## config.mk

```make
export PLATFORM = sky130hd
export DESIGN_NAME = ucore_main
export DESIGN_NICKNAME = d
export VERILOG_FILES = /design/src/rtl/ucore_pkg.sv /design/src/rtl/ucore_axi_rd_port.sv /design/src/rtl/ucore_main.sv
export SDC_FILE = /design/constraint.sdc
export NUM_CORES = 1
export LEC_CHECK = 0
export CORE_UTILIZATION = 30
export CTS_CLUSTER_DIAMETER = 30
export DETAILED_ROUTE_END_ITERATION = 6
export GPL_TIMING_DRIVEN = 1
export PLACE_DENSITY_LB_ADDON = 0.2
export REMOVE_ABC_BUFFERS = 1
export SYNTH_ARGS = -nofsm -noshare
export SYNTH_HDL_FRONTEND = slang
export SYNTH_SLANG_ARGS = --single-unit
```

## constraint.sdc

```tcl
create_clock -name clk -period 2.5 [get_ports clk]
set_input_delay 0.25 -clock clk [delete_from_list [all_inputs] [get_ports clk]]
set_output_delay 0.25 -clock clk [all_outputs]
set_load 0.1 [all_outputs]
```

## src/rtl/ucore_pkg.sv

```systemverilog
// ucore_pkg: shared definitions for the ucore accumulator core.
//   - opcode encodings (IR[31:28])
//   - sequencer state enumeration
//   - fixed AXI attribute values used on the master port
package ucore_pkg;

    // Opcodes; every encoding not listed here executes as a NOP.
    localparam logic [3:0] OP_NOP = 4'h0;
    localparam logic [3:0] OP_LD  = 4'h1;
    localparam logic [3:0] OP_ST  = 4'h2;
    localparam logic [3:0] OP_ADD = 4'h3;
    localparam logic [3:0] OP_JMP = 4'h4;
    localparam logic [3:0] OP_JZ  = 4'h5;

    typedef enum logic [2:0] {
        ST_FETCH_AR = 3'd0,
        ST_FETCH_R  = 3'd1,
        ST_EXEC     = 3'd2,
        ST_DATA_AR  = 3'd3,
        ST_DATA_R   = 3'd4,
        ST_WR       = 3'd5,
        ST_WR_B     = 3'd6
    } state_e;

    localparam logic [1:0] BURST_INCR = 2'b01;
    localparam logic [2:0] SIZE_4B    = 3'b010;
    localparam logic [2:0] PROT_INSN  = 3'b100;
    localparam logic [2:0] PROT_DATA  = 3'b000;
    localparam logic [1:0] RESP_OKAY  = 2'b00;

endpackage

```

## src/rtl/ucore_axi_rd_port.sv

```systemverilog
// ucore_axi_rd_port: single-beat AXI read handshake shared by instruction
// fetch and data loads.
//   start_i   : one-cycle request; address/prot captured, arvalid raised next cycle
//   araddr_o / arprot_o / arvalid_o / arready_i : AR channel
//   ar_fire_o : AR handshake happens this cycle
//   rvalid_i / rready_o : R channel handshake (rdata/rresp consumed by the owner)
//   done_o    : R beat accepted this cycle
module ucore_axi_rd_port #(
    parameter int ADDR_W = 28
) (
    input  logic              clk,
    input  logic              aresetn,
    input  logic              start_i,
    input  logic [ADDR_W-1:0] addr_i,
    input  logic [2:0]        prot_i,
    output logic [ADDR_W-1:0] araddr_o,
    output logic [2:0]        arprot_o,
    output logic              arvalid_o,
    input  logic              arready_i,
    output logic              ar_fire_o,
    input  logic              rvalid_i,
    output logic              rready_o,
    output logic              done_o
);
    import ucore_pkg::*;

    logic [ADDR_W-1:0] araddr_q;
    logic [2:0]        arprot_q;
    logic              arvalid_q;
    logic              rready_q;

    always_ff @(posedge clk) begin
        if (!aresetn) begin
            araddr_q  <= '0;
            arprot_q  <= PROT_DATA;
            arvalid_q <= 1'b0;
            rready_q  <= 1'b0;
        end else if (start_i) begin
            // A new request may coincide with the previous R beat completing.
            araddr_q  <= addr_i;
            arprot_q  <= prot_i;
            arvalid_q <= 1'b1;
            rready_q  <= 1'b0;
        end else begin
            if (arvalid_q && arready_i) begin
                arvalid_q <= 1'b0;
                rready_q  <= 1'b1;
            end
            if (rready_q && rvalid_i) begin
                rready_q <= 1'b0;
            end
        end
    end

    assign araddr_o  = araddr_q;
    assign arprot_o  = arprot_q;
    assign arvalid_o = arvalid_q;
    assign rready_o  = rready_q;
    assign ar_fire_o = arvalid_q & arready_i;
    assign done_o    = rready_q & rvalid_i;

endmodule

```

## src/rtl/ucore_main.sv

```systemverilog
// ucore_main: microcoded accumulator core with a single AXI4 master port.
//   clk, aresetn   : clock and synchronous active-low reset
//   m_axi_ar* / r* : instruction fetch and data loads (via ucore_axi_rd_port)
//   m_axi_aw* / w* / b* : single-beat data stores
// Architectural state is PC, ACC and IR; one AXI transaction in flight at a time.
module ucore_main #(
    parameter int                ADDR_W   = 28,
    parameter int                DATA_W   = 32,
    parameter int                ID_W     = 4,
    parameter logic [ADDR_W-1:0] RESET_PC = '0
) (
    input  logic              clk,
    input  logic              aresetn,
    output logic [ADDR_W-1:0] m_axi_araddr,
    output logic [1:0]        m_axi_arburst,
    output logic [3:0]        m_axi_arcache,
    output logic [ID_W-1:0]   m_axi_arid,
    output logic [7:0]        m_axi_arlen,
    output logic              m_axi_arlock,
    output logic [2:0]        m_axi_arprot,
    output logic [3:0]        m_axi_arqos,
    output logic [2:0]        m_axi_arsize,
    output logic              m_axi_arvalid,
    input  logic              m_axi_arready,
    input  logic [DATA_W-1:0] m_axi_rdata,
    input  logic [ID_W-1:0]   m_axi_rid,
    input  logic              m_axi_rlast,
    input  logic [1:0]        m_axi_rresp,
    input  logic              m_axi_rvalid,
    output logic              m_axi_rready,
    output logic [ADDR_W-1:0] m_axi_awaddr,
    output logic [1:0]        m_axi_awburst,
    output logic [3:0]        m_axi_awcache,
    output logic [ID_W-1:0]   m_axi_awid,
    output logic [7:0]        m_axi_awlen,
    output logic              m_axi_awlock,
    output logic [2:0]        m_axi_awprot,
    output logic [3:0]        m_axi_awqos,
    output logic [2:0]        m_axi_awsize,
    output logic              m_axi_awvalid,
    input  logic              m_axi_awready,
    output logic [DATA_W-1:0] m_axi_wdata,
    output logic [3:0]        m_axi_wstrb,
    output logic              m_axi_wlast,
    output logic              m_axi_wvalid,
    input  logic              m_axi_wready,
    input  logic [ID_W-1:0]   m_axi_bid,
    input  logic [1:0]        m_axi_bresp,
    input  logic              m_axi_bvalid,
    output logic              m_axi_bready
);
    import ucore_pkg::*;

    state_e            state_q;
    logic [ADDR_W-1:0] pc_q;
    logic [DATA_W-1:0] acc_q;
    logic [DATA_W-1:0] ir_q;
    logic              kick_q;      // launches the first fetch after reset
    logic [ADDR_W-1:0] awaddr_q;
    logic [DATA_W-1:0] wdata_q;
    logic              awvalid_q;
    logic              wvalid_q;
    logic              bready_q;

    logic [3:0]        op;
    logic [ADDR_W-1:0] opnd;
    logic [ADDR_W-1:0] pc_d;
    logic              rd_start;
    logic [ADDR_W-1:0] rd_addr;
    logic [2:0]        rd_prot;
    logic              ar_fire;
    logic              rd_done;
    logic              aw_done;
    logic              w_done;
    logic              unused_inputs;

    assign op   = ir_q[DATA_W-1 -: 4];
    assign opnd = {ir_q[ADDR_W-1:2], 2'b00};

    // PC after EXEC: jump target or sequential, wrapping at the address width.
    assign pc_d = ((op == OP_JMP) || (op == OP_JZ && acc_q == '0)) ? opnd
                                                                   : pc_q + ADDR_W'(4);

    // A write channel is finished once its valid has dropped or is accepted now.
    assign aw_done = !awvalid_q || m_axi_awready;
    assign w_done  = !wvalid_q  || m_axi_wready;

    // Read requests are issued on the same cycle the sequencer enters an AR
    // state, so arvalid is high for the whole time the state is occupied.
    always_comb begin
        rd_start = 1'b0;
        rd_addr  = pc_q;
        rd_prot  = PROT_INSN;
        case (state_q)
            ST_FETCH_AR: rd_start = kick_q;
            ST_EXEC: begin
                if (op == OP_LD || op == OP_ADD) begin
                    rd_start = 1'b1;
                    rd_addr  = opnd;
                    rd_prot  = PROT_DATA;
                end else if (op != OP_ST) begin
                    rd_start = 1'b1;
                    rd_addr  = pc_d;
                end
            end
            ST_DATA_R:   rd_start = rd_done;
            ST_WR_B:     rd_start = m_axi_bvalid;
            default:     rd_start = 1'b0;
        endcase
    end

    always_ff @(posedge clk) begin
        if (!aresetn) begin
            state_q   <= ST_FETCH_AR;
            pc_q      <= RESET_PC;
            acc_q     <= '0;
            ir_q      <= '0;
            kick_q    <= 1'b1;
            awaddr_q  <= '0;
            wdata_q   <= '0;
            awvalid_q <= 1'b0;
            wvalid_q  <= 1'b0;
            bready_q  <= 1'b0;
        end else begin
            kick_q <= 1'b0;
            case (state_q)
                ST_FETCH_AR: if (ar_fire) state_q <= ST_FETCH_R;
                ST_FETCH_R: begin
                    if (rd_done) begin
                        // An errored fetch executes as a NOP.
                        ir_q    <= (m_axi_rresp == RESP_OKAY) ? m_axi_rdata : '0;
                        state_q <= ST_EXEC;
                    end
                end
                ST_EXEC: begin
                    pc_q <= pc_d;
                    case (op)
                        OP_LD, OP_ADD: state_q <= ST_DATA_AR;
                        OP_ST: begin
                            awaddr_q  <= opnd;
                            wdata_q   <= acc_q;
                            awvalid_q <= 1'b1;
                            wvalid_q  <= 1'b1;
                            state_q   <= ST_WR;
                        end
                        default: state_q <= ST_FETCH_AR;
                    endcase
                end
                ST_DATA_AR: if (ar_fire) state_q <= ST_DATA_R;
                ST_DATA_R: begin
                    if (rd_done) begin
                        if (m_axi_rresp == RESP_OKAY) begin
                            acc_q <= (op == OP_LD) ? m_axi_rdata : acc_q + m_axi_rdata;
                        end
                        state_q <= ST_FETCH_AR;
                    end
                end
                ST_WR: begin
                    if (awvalid_q && m_axi_awready) awvalid_q <= 1'b0;
                    if (wvalid_q && m_axi_wready)   wvalid_q  <= 1'b0;
                    if (aw_done && w_done) begin
                        bready_q <= 1'b1;
                        state_q  <= ST_WR_B;
                    end
                end
                ST_WR_B: begin
                    if (m_axi_bvalid) begin
                        bready_q <= 1'b0;
                        state_q  <= ST_FETCH_AR;
                    end
                end
                default: state_q <= ST_FETCH_AR;
            endcase
        end
    end

    ucore_axi_rd_port #(
        .ADDR_W (ADDR_W)
    ) u_rd_port (
        .clk       (clk),
        .aresetn   (aresetn),
        .start_i   (rd_start),
        .addr_i    (rd_addr),
        .prot_i    (rd_prot),
        .araddr_o  (m_axi_araddr),
        .arprot_o  (m_axi_arprot),
        .arvalid_o (m_axi_arvalid),
        .arready_i (m_axi_arready),
        .ar_fire_o (ar_fire),
        .rvalid_i  (m_axi_rvalid),
        .rready_o  (m_axi_rready),
        .done_o    (rd_done)
    );

    assign m_axi_arburst = BURST_INCR;
    assign m_axi_arcache = 4'h0;
    assign m_axi_arid    = '0;
    assign m_axi_arlen   = 8'h00;
    assign m_axi_arlock  = 1'b0;
    assign m_axi_arqos   = 4'h0;
    assign m_axi_arsize  = SIZE_4B;

    assign m_axi_awaddr  = awaddr_q;
    assign m_axi_awburst = BURST_INCR;
    assign m_axi_awcache = 4'h0;
    assign m_axi_awid    = '0;
    assign m_axi_awlen   = 8'h00;
    assign m_axi_awlock  = 1'b0;
    assign m_axi_awprot  = PROT_DATA;
    assign m_axi_awqos   = 4'h0;
    assign m_axi_awsize  = SIZE_4B;
    assign m_axi_awvalid = awvalid_q;
    assign m_axi_wdata   = wdata_q;
    assign m_axi_wstrb   = 4'hF;
    assign m_axi_wlast   = 1'b1;
    assign m_axi_wvalid  = wvalid_q;
    assign m_axi_bready  = bready_q;

    // IDs, rlast, bresp and the operand's low address bits carry no meaning here.
    assign unused_inputs = ^{m_axi_rid, m_axi_rlast, m_axi_bid, m_axi_bresp, ir_q[1:0]};

endmodule

```

==> metrics.yaml <==
slew-limit-headroom_pct: 36.2
ant_nets: 0
synth_cells: 1394
timing.final.max_slew_violations: 0
worstHoldPathCells: 3
synth_top_area_share_pct: 36.0
all_layer_global_routing_usage_pct: 20.2
critical_path.slowest_cell: "sky130_fd_sc_hd__or3_4"
status: "complete, but fails checks"
syn_area_cell_um2: 7.41
clk_pin_slew_worst_paths_ps: 70
cts.sink_count: 186
ratio_of_cells_with_drive_above_1_in_the_final_layout_pct: 27.7
setup.worst_path.end_class: "flip-flop"
holdCritStartpoint: "m_axi_rdata[0]"
insertion_delay_to_the_later_sink_of_the_worst_skew_pair_ps: 450
critPathKind: "flip-flop to flip-flop"
combPwrFrac_pct: 35.0
cap_viol_max_count: 0
worst-slew-pin-transition_ps: 950
worstReg2RegStart: "acc_q[3]$_SDFFE_PN0P_"
timing.critical_path.arrival_ps: 3100
detailed_place_hpwl_um: 25600
grt_pass1_wl_um: 56800
io_pins: 208
rsz0062_at_grt: "yes"
path_max_fanout: 4
hold_viol_final: 0
r2r_setup_slack_ps: -210
largest_clock_skew_in_the_final_design_ps: 9.30
area_growth_syn_to_layout_pct: 40.0
yosys.cell_types.count: 68
leakagePower_nw: 5.85
ir_drop_v: 0.000500
initial_core_util_pct: 30.7
setup.worst_path.start_class: "flip-flop"
placement.io_buffers: 132
critical-path-max-stage-delay_ps: 390
antenna_found_initial: 1
critPathMostFrequentCell: "sky130_fd_sc_hd__a31oi_4"
nFillCells: 3450
die_x_um: 188
grt_pass1_vias: 10400
detailedRoute.firstIterationViolations: 626
synth-warning-count: 0
hold_buffer_count_at_cts: 0
path_cells: "ha_4, nand3_4, nor2_4, o2111ai_4, a21oi_4, a31oi_4, o31a_1, or3_4, a31oi_4, mux2_4, a31oi_1"
number_of_iterations_in_the_first_detailed_routing_pass: 5
p_per_area_mw_per_mm2: 638
total_power_mw: 9.23
num_antenna_cells: 0
final.period_utilization_pct: 109
numCtsBuffers: 17
worstHoldEndpoint: "acc_q[0]$_SDFFE_PN0P_"
timing.final.ws_setup_ps: -213
timing.critical_path.required_ps: 2880
synth_top_cells_by_area: "sky130_fd_sc_hd__dfxtp_1, sky130_fd_sc_hd__a21oi_1, sky130_fd_sc_hd__nand2_1, sky130_fd_sc_hd__buf_4, sky130_fd_sc_hd__nor2_1"
die_y_um: 188
cts_tree: "done"
seqPwrFrac_pct: 34.8
synth_edf_count: 0
number_of_cells_on_the_worst_reg_to_reg_path: 11
switchingPower_mw: 3.84
maximum_number_of_pins_on_one_net_before_global_route_repair: 56
die-area_mm2: 0.0352
crit-reg2reg-capture: "acc_q[31]$_SDFFE_PN0P_"
clk_path_buf_depth: 2
final_nets: 1760
wirelength_um: 36200
post_drt_via_cell_ratio: 5.13
post-place-cells: 2093
globalRouteOverflowTotal: 0
via_count: 11000
ys_seq_area_share_pct: 36.0
post_synth_instance_area_mm2: 0.0103
core.rowCount: 67
holdCritPathClass: "input pin to flip-flop"
internal-power_mw: 5.39
postSynth.topFlopCell: "sky130_fd_sc_hd__dfxtp_1"
max_clock_freq_mhz: 369
clock-root-buffer: "sky130_fd_sc_hd__clkbuf_16"
power.share.switching_pct: 41.6
layout.core_utilization_pct: 42.9
post-route-min-period_ps: 2710
worst_setup_slack_after_placement_ps: -856
drc: 0
finalSetupViolations: 12
core-area_mm2: 0.0337
globalplace.congestion: 0.945
power.share.clock_pct: 30.2
ys_seq_elements: 186
cts-htree-levels: 4
routed_wire_length_per_instance_um: 17.0
synth_top_area_cell: "sky130_fd_sc_hd__dfxtp_1"
layoutNonFillerInstCount: 2136
violated_checks: "negative setup slack"
ys_async_sr_fraction_pct: 0
cell usage in the layout, fill, tap and decap left out, types with 8 or more instances in the layout:
master                              n
sky130_fd_sc_hd__nand4_1           10
sky130_fd_sc_hd__o22ai_1           14
sky130_fd_sc_hd__nor3_1            20
sky130_fd_sc_hd__a221oi_1           9
sky130_fd_sc_hd__ha_1              26
sky130_fd_sc_hd__inv_1             16
sky130_fd_sc_hd__conb_1            64
sky130_fd_sc_hd__a311oi_1          17
sky130_fd_sc_hd__a21oi_2           13
sky130_fd_sc_hd__buf_12            13
sky130_fd_sc_hd__a21o_1            13
sky130_fd_sc_hd__dfxtp_2           12
sky130_fd_sc_hd__xnor2_1           16
sky130_fd_sc_hd__o21ai_0           61
sky130_fd_sc_hd__a211oi_2           8
sky130_fd_sc_hd__nand2_1          262
sky130_fd_sc_hd__clkbuf_16         19
sky130_fd_sc_hd__o21ai_1            9
sky130_fd_sc_hd__nor2_2            10
sky130_fd_sc_hd__dfxtp_1          173
sky130_fd_sc_hd__clkdlybuf4s50_1   39
sky130_fd_sc_hd__buf_4            293
sky130_fd_sc_hd__a21oi_1          185
sky130_fd_sc_hd__and2_1             9
sky130_fd_sc_hd__a31oi_1           10
sky130_fd_sc_hd__a211oi_1          12
sky130_fd_sc_hd__nor2_1           107
sky130_fd_sc_hd__nand3_1           52
sky130_fd_sc_hd__buf_6              9
power by group through the flow:
| stage | clock network [mW] | registers [mW] | logic [mW] |
|---|---|---|---|
| 2_1_floorplan | 0 | 4.15 | 1.22 |
| 3_3_place_gp | 0 | 3.28 | 3.15 |
| 3_5_place_dp | 0 | 3.28 | 3.15 |
| 4_1_cts | 2.86 | 3.21 | 3.17 |
| 5_1_grt | 2.98 | 3.23 | 3.42 |
| 6_report | 2.79 | 3.21 | 3.23 |
Yosys cell counts (10+ instances only):
master                       n
sky130_fd_sc_hd__xnor2_1    17
sky130_fd_sc_hd__dfxtp_1   186
sky130_fd_sc_hd__a31oi_1    13
sky130_fd_sc_hd__ha_1       32
sky130_fd_sc_hd__nor2_1    119
sky130_fd_sc_hd__o21ai_0    71
sky130_fd_sc_hd__a21o_1     13
sky130_fd_sc_hd__buf_4      64
sky130_fd_sc_hd__nand2_1   264
sky130_fd_sc_hd__nand4_1    10
sky130_fd_sc_hd__and2_1     10
sky130_fd_sc_hd__a21oi_1   199
sky130_fd_sc_hd__inv_1      18
sky130_fd_sc_hd__clkbuf_1   82
sky130_fd_sc_hd__o22ai_1    20
sky130_fd_sc_hd__a211oi_1   20
sky130_fd_sc_hd__nor3_1     23
sky130_fd_sc_hd__nand3_1    54
sky130_fd_sc_hd__a311oi_1   21
layer usage:
layer	vias to the layer above	routed length [um]	global-route usage, %
li1	5375	-	-
met1	5246	16400	26.6
met2	295	17400	34.0
met3	47	1780	3.28
met4	2	665	5.47
met5	-	13	0
worst max-delay path: cells and delay by family (launching register included):
kind | cells | cell delay [ps]
DFF | 1 | 360
muxes | 1 | 320
and+or+nand+nor | 3 | 600
AOI/OAI and AO/OA | 6 | 1070
adders and majority gates | 1 | 300
worst max-delay path by stage:
stage                            start                   endpoint  slack (ps)  depth (start not counted)
3_3_place_gp            m_axi_rdata[6]     acc_q[31]$_SDFFE_PN0P_        -830                         12
2_1_floorplan  state_q[1]$_SDFFE_PN0P_  m_axi_wvalid$_SDFFE_PN0P_       -1020                          5
5_1_grt          acc_q[0]$_SDFFE_PN0P_     acc_q[30]$_SDFFE_PN0P_        -330                         13
3_5_place_dp            m_axi_rdata[6]     acc_q[31]$_SDFFE_PN0P_        -860                         12
4_1_cts          acc_q[3]$_SDFFE_PN0P_     acc_q[31]$_SDFFE_PN0P_        -230                         12
6_report         acc_q[3]$_SDFFE_PN0P_     acc_q[31]$_SDFFE_PN0P_        -210                         11
registers in the layout, indices dropped and copies added (netlist names):
register	cells
kick_q	1
u_rd_port.arprot_o	1
u_rd_port.araddr_o	28
m_axi_awaddr	26
m_axi_wvalid	1
m_axi_awvalid	1
m_axi_bready	1
state_q	3
pc_q	28
m_axi_wdata	32
u_rd_port.arvalid_o	1
acc_q	32
ir_q	30
u_rd_port.rready_o	1
kinds of logic after synthesis:
logic type	after synthesis	synth area share [%]
fa+ha+maj	33	4.07
mux	5	0.508
compound gates	437	26.2
xor+xnor	23	1.95
buf+inv	175	8.72
flops	186	36.0
simple gates	533	22.4
other cells	2	0.0727
final cells by class:
class	instances	area, um^2	area share [%]
Clock buffer	19	453	3.13
Clock inverter	13	131	0.908
Inverter	18	70.1	0.484
Multi-Input combinational cell	1095	6500	44.9
Sequential cell	186	3740	25.9
Tap cell	448	561	3.88
Timing Repair Buffer	357	3010	20.8
timing repair:
item | in CTS | in global routing
pin swaps | 33 | 57
endpoints found under the setup margin | 62 | 47
buffers inserted | 6 | 5
gates cloned | 0 | 3
resized for setup | 43 | 92
per-stage QoR:
| stage | cell area (um^2) | setup TNS (ps) | hold WS (ps) |
|---|---|---|---|
| 4_1_cts | 14000 | -1590 | 252 |
| 2_1_floorplan | 9730 | -102950 | 372 |
| 3_5_place_dp | 13200 | -19320 | 445 |
| 3_3_place_gp | 13200 | -20070 | 441 |
| 6_report | 14500 | -1210 | 257 |
| 5_1_grt | 14500 | -3940 | 271 |
(Power assumes the default switching activity.)
